[config.mk]
export PLATFORM = sky130hd
export DESIGN_NAME = serial_nbit_subtractor
export DESIGN_NICKNAME = d
export VERILOG_FILES = /design/src/rtl/serial_nbit_subtractor.sv
export SDC_FILE = /design/constraint.sdc
export NUM_CORES = 1
export LEC_CHECK = 0
export ABC_AREA = 1
export BUFFER_PORTS_ARGS = -buffer_cell sky130_fd_sc_hd__buf_4
export CAP_MARGIN = 10
export CORE_MARGIN = 10
export CORE_UTILIZATION = 39
export DETAILED_ROUTE_END_ITERATION = 8
export GPL_ROUTABILITY_DRIVEN = 0
export SYNTH_ARGS = -nofsm -noshare
export SYNTH_HDL_FRONTEND = slang
export SYNTH_SLANG_ARGS = --single-unit
[constraint.sdc]
create_clock -name clk -period 2.8 [get_ports clk]
set_input_delay 0.28 -clock clk [delete_from_list [all_inputs] [get_ports clk]]
set_output_delay 0.28 -clock clk [all_outputs]
set_load 0.01 [all_outputs]
[src/rtl/serial_nbit_subtractor.sv]
`default_nettype none
// ============================================================================
// Module      : serial_nbit_subtractor
// Description : Bit-serial N-bit subtractor computing a - b - b_in, LSB first,
//               one bit per clock, with a start/busy/done handshake. The
//               difference and borrow-out are held in output registers until
//               the next completed operation.
// Revision    : 1.0 - initial release
// ============================================================================
module serial_nbit_subtractor #(
    parameter int N = 4
) (
    input  logic         clk,
    input  logic         rst_n,
    input  logic         start,
    input  logic [N-1:0] a,
    input  logic [N-1:0] b,
    input  logic         b_in,
    output logic [N-1:0] diff,
    output logic         b_out,
    output logic         busy,
    output logic         done
);

    localparam int CW = $clog2(N + 1);

    localparam logic [CW-1:0] C_LAST_BIT = CW'(N - 1);
    localparam logic [CW-1:0] C_CNT_ONE  = CW'(1);

    localparam logic [1:0] S_IDLE  = 2'd0;
    localparam logic [1:0] S_SHIFT = 2'd1;
    localparam logic [1:0] S_DONE  = 2'd2;

    logic [1:0]    r_state;
    logic [1:0]    w_state_nxt;

    logic [N-1:0]  r_a_sh;
    logic [N-1:0]  r_b_sh;
    logic [N-1:0]  r_d_sh;
    logic          r_borrow;
    logic [CW-1:0] r_cnt;
    logic [N-1:0]  r_diff;
    logic          r_b_out;

    logic          w_x;
    logic          w_y;
    logic          w_d;
    logic          w_borrow_nxt;
    logic          w_last;

    // Full-subtractor cell operating on the current LSBs of the operand shifters
    assign w_x          = r_a_sh[0];
    assign w_y          = r_b_sh[0];
    assign w_d          = w_x ^ w_y ^ r_borrow;
    assign w_borrow_nxt = (~w_x & w_y) | (~w_x & r_borrow) | (w_y & r_borrow);
    assign w_last       = (r_cnt == C_LAST_BIT);

    // State register; reset aborts any operation in flight
    always_ff @(posedge clk or negedge rst_n) begin
        if (!rst_n) begin
            r_state <= S_IDLE;
        end else begin
            r_state <= w_state_nxt;
        end
    end

    // Next-state logic: start is only honoured in IDLE, DONE always returns to IDLE
    always_comb begin
        w_state_nxt = r_state;
        case (r_state)
            S_IDLE:  if (start) w_state_nxt = S_SHIFT;
            S_SHIFT: if (w_last) w_state_nxt = S_DONE;
            S_DONE:  w_state_nxt = S_IDLE;
            default: w_state_nxt = S_IDLE;
        endcase
    end

    // Moore outputs decoded from state only
    always_comb begin
        busy = 1'b0;
        done = 1'b0;
        case (r_state)
            S_SHIFT: busy = 1'b1;
            S_DONE: begin
                busy = 1'b1;
                done = 1'b1;
            end
            default: begin
                busy = 1'b0;
                done = 1'b0;
            end
        endcase
    end

    // Datapath: operand capture, serial shifting and result commit
    always_ff @(posedge clk or negedge rst_n) begin
        if (!rst_n) begin
            r_a_sh   <= '0;
            r_b_sh   <= '0;
            r_d_sh   <= '0;
            r_borrow <= 1'b0;
            r_cnt    <= '0;
            r_diff   <= '0;
            r_b_out  <= 1'b0;
        end else begin
            case (r_state)
                S_IDLE: begin
                    if (start) begin
                        r_a_sh   <= a;
                        r_b_sh   <= b;
                        r_borrow <= b_in;
                        r_cnt    <= '0;
                    end
                end
                S_SHIFT: begin
                    r_a_sh   <= {1'b0, r_a_sh[N-1:1]};
                    r_b_sh   <= {1'b0, r_b_sh[N-1:1]};
                    r_d_sh   <= {w_d, r_d_sh[N-1:1]};
                    r_borrow <= w_borrow_nxt;
                    r_cnt    <= r_cnt + C_CNT_ONE;
                    // The final bit completes the word: commit it in the same edge
                    if (w_last) begin
                        r_diff  <= {w_d, r_d_sh[N-1:1]};
                        r_b_out <= w_borrow_nxt;
                    end
                end
                default: begin
                    r_cnt <= r_cnt;
                end
            endcase
        end
    end

    assign diff  = r_diff;
    assign b_out = r_b_out;

endmodule
`default_nettype wire
### Word-level counts from Yosys, hierarchy flattened

Cells that the tools add are included.

* add/subtract/negate cells: 1
* equality and inequality tests: 5
* mux-type cells: 13
* bitwise operators: 8
* reductions and logical operators: 6

Operators by type and width (count)
* case mux 4 bit (2 select lines): 2
* 2-to-1 mux 4 bit: 2
* case mux 3 bit (2 select lines): 1
* AND reduction 2 bit: 3
* 2-to-1 mux 2 bit: 2
* inequality test 2 bit, second input constant: 2
* case mux 2 bit (2 select lines): 1
* adder 3 x 1 -> 3 bit, second input constant: 1
* bitwise AND 1 bit: 3
* == test 3 x 2 -> 1 bit, second input constant: 1
* 2-to-1 mux 1 bit: 3
* 2-to-1 mux 3 bit: 1
* == test 2 x 1 -> 1 bit, second input constant: 1
* == test 2 bit, second input constant: 1
* zero test 2 bit: 1
* OR 1 bit: 2
* case mux 1 bit (2 select lines): 1
* nonzero test 2 bit: 1
* OR reduction 2 bit: 1
* XOR 1 bit: 2
* NOT 1 bit: 1

* register bits after elaboration: 23
* output and inout bits: 7

### Longest topological paths before layout

Gate-level depths: netlist (run 1).

* word-level depth: 5
* depth in mapped cells: 9

### Worst setup path after synthesis (run 1)

No wires, ideal clock.

* kind: reg2reg
* start: register r_state[0]
* end: register r_a_sh[0]
* arrival time: 1.059 ns
* path slack: 1.624 ns
* cell stages (with the launch flop): 7
* period minus slack after synthesis: 1.176 ns
* path through: dfrtp_1 > inv_1 > ha_1 > nand2_2 > buf_6 > nand3_1 > nand2_1

* word-level cells in the longest chain between the ends: 3
* elaborated cells between the ends (all ways): 6

Ends and longest elaborated chain
* from (decl): line 34 `logic [1:0] r_state;`
* from (signal assigned): line 63 `r_state <= w_state_nxt;`
* == test 2 x 1 -> 1 bit or zero test 2 bit (tied branches): line 106 `case (r_state)`
* nonzero test 2 bit (no line) or inequality test 2 bit (tied branches)
* AND reduction 2 bit (no line)
* to (signal assigned): line 116 `r_a_sh <= {1'b0, r_a_sh[N-1:1]};`
* to (decl): line 37 `logic [N-1:0] r_a_sh;`

Several ways; a longest one is shown, not always the timed one.
A chain may end at the register's enable or synchronous reset.

### Worst setup path in the final report (run 1)

* start: register r_state[1]
* end: register r_b_sh[2]

* word-level cells in the longest chain between the ends: 3
* elaborated cells between the ends (all ways): 6

Ends and longest elaborated chain
* == test 2 x 1 -> 1 bit or zero test 2 bit (tied branches): line 106
* nonzero test 2 bit (no line) or inequality test 2 bit (tied branches)
* AND reduction 2 bit (no line)
* to (signal assigned): line 117 `r_b_sh <= {1'b0, r_b_sh[N-1:1]};`
* to (decl): line 38 `logic [N-1:0] r_b_sh;`

Several ways; a longest one is shown, not always the timed one.

==> results of run 1 <==
-- worst max-delay path by stage --
stage	slack (ns)	cells past startpoint	from	endpoint
6_report	1.08	6	r_state[1]	r_b_sh[2]
5_1_grt	0.96	6	r_state[1]	r_cnt[0]
4_1_cts	1.11	6	r_state[1]	r_b_sh[2]
3_5_place_dp	1.13	7	r_state[1]	r_b_sh[0]
3_3_place_gp	1.20	7	r_state[1]	r_b_sh[1]
2_1_floorplan	1.62	6	r_state[0]	r_a_sh[0]
-- routing by layer --
| layer | track usage | vias up | wire length, µm | part of all wire |
|---|---|---|---|---|
| met1 | 0.102 | 400 | 1050 | 0.48 |
| met2 | 0.141 | 21 | 989 | 0.45 |
| met5 | 0 | - | 0 | 0 |
| met4 | 0.0248 | 0 | 18 | 0.0082 |
| met3 | 0.0336 | 4 | 139 | 0.063 |
| li1 | - | 451 | - | - |
-- sequential cells by signal, summed over array words and instances, names as in the netlist --
register and cells:
diff 4, r_a_sh 4, r_b_sh 4, r_cnt 3
r_d_sh 3, r_state 2, b_out 1, r_borrow 1
-- worst min-delay path, delay by kind of cell --
| kind | cells | cell delay, ns |
|---|---|---|
| AND/OR/NAND/NOR | 2 | 0.15 |
| buffers and inverters | 1 | 0.08 |
-- per-stage QoR --
stage	cells	utilization	setup slack, ns
after floorplan	134	-	1.62
after global placement	178	0.450	1.20
after detailed placement	178	0.450	1.13
after CTS	183	0.473	1.11
after global routing	183	0.473	0.965
final	183	0.473	1.08
-- logic make-up after synthesis --
family | Yosys count
simple gates | 84
flops | 22
buf+inv | 16
compound gates | 6
fa+ha+maj | 6
-- final cells by class --
| type | instances | area share |
|---|---|---|
| sequential | 22 | 0.426 |
| multi-input combinational | 96 | 0.360 |
| timing repair buffer | 19 | 0.112 |
| inverter | 11 | 0.0319 |
| tap | 31 | 0.0300 |
| clock inverter | 1 | 0.0232 |
| clock buffer | 3 | 0.0174 |
-- layout by cell type (no fill, tap or decap), drive strengths merged --
cell type,Yosys,final
nand2,66,66
dfrtp,22,22
buf,5,18
nand3,14,14
inv,11,11
o21ai,6,6
ha,5,5
clkbuf,0,3
nor2,2,2
nand4,2,2
fa,1,1
bufinv,0,1
dlygate4sd3,0,1
-- power by group through the flow --
stage	Combinational [µW]	Sequential, µW	Clock, µW
global route	658	536	265
finish	565	520	241
global placement	563	524	0
CTS	578	520	250
detailed placement	575	528	0
floorplan	445	525	0
-- what timing repair did --
action / CTS / global route
setup endpoints to repair: 0 / 0
hold endpoints to repair: 22 / 0
buffers inserted: 0 / 0
hold buffers: 1 / 0
==> metrics.csv, run 1 <==
metric,value,unit
cp_slowest_cell,ha_1,
ys.flop_type,dfrtp_1,
holdPathEnd,r_b_sh[3],
r2r_end,r_b_sh[2],
synth_top_family_by_area,simple AND/OR/NAND/NOR gates,
synth_compound_area_frac,0.0271,
numCtsBuffers,3,
antenna_found_initial,0,
wl_per_cell,12.0,µm
synth_edf_count,0,
rsz0062_at_grt,false,
swShare,0.391,
drtIter0Drc,21,
grt_util_all_layers,0.0865,
vdd_drop_max,0.481,mV
regArea,551,µm²
clk-insertion-delay-late,0.30,ns
drt-pass1-iter-count,4,
path_cells,inv_1 -> ha_1 -> nand2_4 -> nand2_2 -> nand2_1 -> nand2_1,
fin_tns_setup,0,ns
synth.avg_cell_area,8.28,µm²
fin_nets,171,
fmax,582,MHz
worstPathRequired,3.05,ns
wl,2.19,mm
power.leakage,0.000732,µW
p_int,807,µW
diodes,0,
die_w,73.3,µm
finalHoldViolCount,0,
power_frac_comb,0.426,
fin_worst_skew,0.00129,ns
synth_nets,152,
synth.most_common_cell,nand2_1,
die_h,73.3,µm
p_per_area,1020,nW/µm²
synth_top_area_frac,0.496,
arrival,1.97,ns
num_rows,19,
multi_input_area,465,µm²
maxCapViolCount,0,
critPathKind,reg -> reg,
clk_pin_slew,0.12,ns
maxSlewViolCount,0,
async_flop_share,1.00,
switchingPower,518,µW
min_delay_path_depth,3,
dieArea,5380,µm²
io_pins,19,
ys_seq_area_frac,0.496,
clock_sinks,22,
critPathMaxStageDelay,0.57,ns
clock_power_share,0.182,
timing.rr.start,r_state[1],
holdWs,0.223,ns
drive_above_1_share,0.184,
netlist_instances,134,
synth_common_cells,"nand2_1, dfrtp_1, nand3_1",
first_global_vias,863,
ant_nets,0,
nFillCells,277,
cts_resized,0,
relSlewSlack,0.575,
synth_xor_area_frac,0,
tritoncts,yes,
max-clock-path-buffers,2,
yosysTopAreaCell,dfrtp_1,
yosys_warnings,0,
status,"complete, no violations",
ys_types,14,
reg2reg_slack,1.08,ns
cp_top_family,simple AND/OR/NAND/NOR gates,
seq_power_share,0.392,
path_buf_inv,1,
period_minus_slack,1.72,ns
viasPerCell,4.79,
post-route-period-util,0.614,
dpl_cell_area,1230,µm²
critPathMaxFanout,16,
holdCritStartpoint,b[3],
cts-root-buf,clkbuf_4,
start_util,0.406,
ff2ff_path_depth,6,
synth_mux_area_frac,0,
p_total,1330,µW
area_delta_synth_final,16.6,%
synth_fa_ha_area_frac,0.0744,
critical_path.endpoint_type,register,
tightestPinTransition,0.638,ns
worst_setup_path_start_kind,register,
port_buffers,18,
setup_viol,0,
overflow,0,
min_path_type,in -> reg,
cpMostUsedCell,nand2_1,
grt_max_degree,23,
synth-simple-area-share,0.318,
ys_seq_elements,22,
final_area,1290,µm²
synth_area_leaders,"dfrtp_1, nand2_1, nand3_1",
core,2730,µm²
grt_pass1_wl,3.80,mm
syn_area,1110,µm²
drc,0,
num_vias,876,
ctsHtreeMaxLevel,1,
dp_hpwl,1.67,mm
Note: power is estimated with default switching activity, not from simulation.
==> inputs of run 2 (changes only) <==
ABC_AREA = 0   (was 1)
clock period = 1.5 ns   (was 2.8 ns; I/O delays follow)
==> run 2 against run 1 <==
  * Clock skew increased by 0.011 ns
  * Sequential share of layout area fell by 2.7 points
  * Setup slack got worse by 1.0 ns
  * Fmax grew 20%
  * Register-to-register slack lost 1.0 ns
  * Synthesized area fell by 1.8%
  * Combinational power rose to 2.9 times the previous value
  * Final area grew 6.7%
  * First-iteration DRC count increased by 14%
  * Via count shrank 4.1%
  * Largest power group unchanged
  * Final cell count down 15%
==> metrics.csv, run 2 <==
metric,value,unit
critPathMaxFanout,7,
netlist_instances,97,
overflow,0,
holdCritStartpoint,b_in,
antenna_found_initial,0,
area_delta_synth_final,26.6,%
synth_mux_area_frac,0.0608,
critPathKind,reg -> reg,
clk_pin_slew,0.14,ns
finalHoldViolCount,0,
timing.rr.start,r_cnt[0],
synth.avg_cell_area,11.2,µm²
critical_path.endpoint_type,register,
ff2ff_path_depth,4,
yosysTopAreaCell,dfrtp_1,
final_area,1380,µm²
fin_tns_setup,0,ns
synth_top_area_frac,0.505,
worst_setup_path_start_kind,register,
p_per_area,2270,nW/µm²
dpl_cell_area,1310,µm²
cts-root-buf,clkbuf_4,
grt_util_all_layers,0.0957,
grt_pass1_wl,4.13,mm
grt_max_degree,23,
synth_xor_area_frac,0,
synth_compound_area_frac,0.173,
holdPathEnd,r_borrow,
seq_power_share,0.336,
dieArea,5310,µm²
dp_hpwl,1.75,mm
fin_worst_skew,0.0123,ns
io_pins,19,
tightestPinTransition,0.286,ns
p_int,2010,µW
ys.flop_type,dfrtp_1,
numCtsBuffers,3,
worstPathRequired,1.71,ns
syn_area,1090,µm²
ys_seq_area_frac,0.505,
drc,0,
maxSlewViolCount,0,
arrival,1.65,ns
ys_types,25,
synth.most_common_cell,dfrtp_1,
synth-simple-area-share,0.135,
post_cts_buffers,0,
start_util,0.402,
layoutNonFillerInstCount,155,
r2r_end,diff[0],
num_rows,19,
setup_viol,0,
first_global_vias,910,
synth_nets,115,
min_path_type,in -> reg,
fmax,696,MHz
tritoncts,yes,
async_flop_share,1.00,
maxCapViolCount,0,
reg2reg_slack,0.06,ns
mostFrequentLayoutCells,"buf_4, dfrtp_1, o21ai_0, inv_1",
ant_nets,0,
clock_power_share,0.148,
viasPerCell,5.42,
yosys_warnings,0,
ctsHtreeMaxLevel,1,
post-route-period-util,0.958,
synth_common_cells,"dfrtp_1, o21ai_0, inv_1, nand2_1",
vdd_drop_max,1.32,mV
die_h,72.9,µm
wl_per_cell,14.9,µm
status,"complete, no violations",
synth_fa_ha_area_frac,0.0758,
dp.cells,150,
max-clock-path-buffers,2,
rsz0062_at_grt,false,
relSlewSlack,0.810,
synth_area_leaders,"dfrtp_1, ha_1, mux2_2",
fin_nets,143,
final_common_cell,buf_4,
switchingPower,1130,µW
clk-insertion-delay-late,0.32,ns
diodes,0,
min_delay_path_depth,3,
wl,2.31,mm
port_buffers,18,
ys_seq_elements,22,
clock_sinks,22,
die_w,72.9,µm
power_frac_comb,0.517,
num_vias,840,
synth_top_family_by_area,compound AO/OA/AOI/OAI gates,
period_minus_slack,1.44,ns
holdWs,0.0850,ns
power.leakage,0.000637,µW
synth_edf_count,0,
drtIter0Drc,24,
drive_above_1_share,0.331,
drt-pass1-iter-count,4,
core,2710,µm²
nFillCells,240,
swShare,0.359,
[run 2: worst max-delay path by stage]
stage	startpoint	end	slack, ns	cells after the start
4_1_cts	r_state[0]	r_b_sh[0]	0.06	5
5_1_grt	r_cnt[0]	diff[0]	0.01	4
3_3_place_gp	r_cnt[0]	b_out	0.06	4
2_1_floorplan	r_cnt[0]	b_out	0.13	4
3_5_place_dp	r_cnt[0]	b_out	0.01	4
6_report	r_cnt[0]	diff[0]	0.06	4
[run 2: critical path, stage by stage, from the launching register on]
cell and delay (ns):
dfrtp_1 0.42, ha_1 0.21, ha_1 0.21, nand2_2 0.15, mux2_2 0.34
[run 2: per-stage QoR]
stage | setup slack (ns) | total power, µW | util
after floorplan | 0.127 | 2100 | -
after global placement | 0.0607 | 2660 | 0.484
after detailed placement | 0.0107 | 2700 | 0.484
after CTS | 0.0599 | 3180 | 0.508
after global routing | 0.0148 | 3390 | 0.509
final | 0.0636 | 3140 | 0.509
[run 2: cell families after synthesis]
group / after synthesis
and+or+nand+nor: 26
DFF: 22
buffers and inverters: 11
adders and majority gates: 6
muxes: 6
AOI/OAI and AO/OA: 26
[run 2: power groups by stage]
stage | combinational, µW | sequential (µW) | clock [µW]
finish | 1620 | 1050 | 463
global route | 1800 | 1090 | 500
global placement | 1600 | 1060 | 0
CTS | 1640 | 1050 | 482
detailed placement | 1620 | 1070 | 0
floorplan | 1040 | 1060 | 0
[run 2: what timing repair did]
action | CTS | global route
hold buffers | 1 | 0
gates resized for setup | 1 | 1
endpoints found under the setup margin | 2 | 4
hold endpoints to repair | 22 | 0
[run 2: layout make-up]
| type | instances | area (µm²) | share of cell area |
|---|---|---|---|
| sequential | 22 | 551 | 0.399 |
| multi-input combinational | 64 | 490 | 0.355 |
| tap | 31 | 38.8 | 0.0281 |
| clock inverter | 1 | 30.0 | 0.0218 |
| inverter | 6 | 22.5 | 0.0163 |
| timing repair buffer | 28 | 225 | 0.163 |
| clock buffer | 3 | 22.5 | 0.0163 |
[run 2: layer usage]
layer / vias up / GRT usage / wire (µm)
li1: 403 / - / -
met1: 414 / 0.110 / 1060
met2: 19 / 0.154 / 1080
met3: 4 / 0.0313 / 124
met4: 0 / 0.0506 / 46
met5: - / 0 / 0
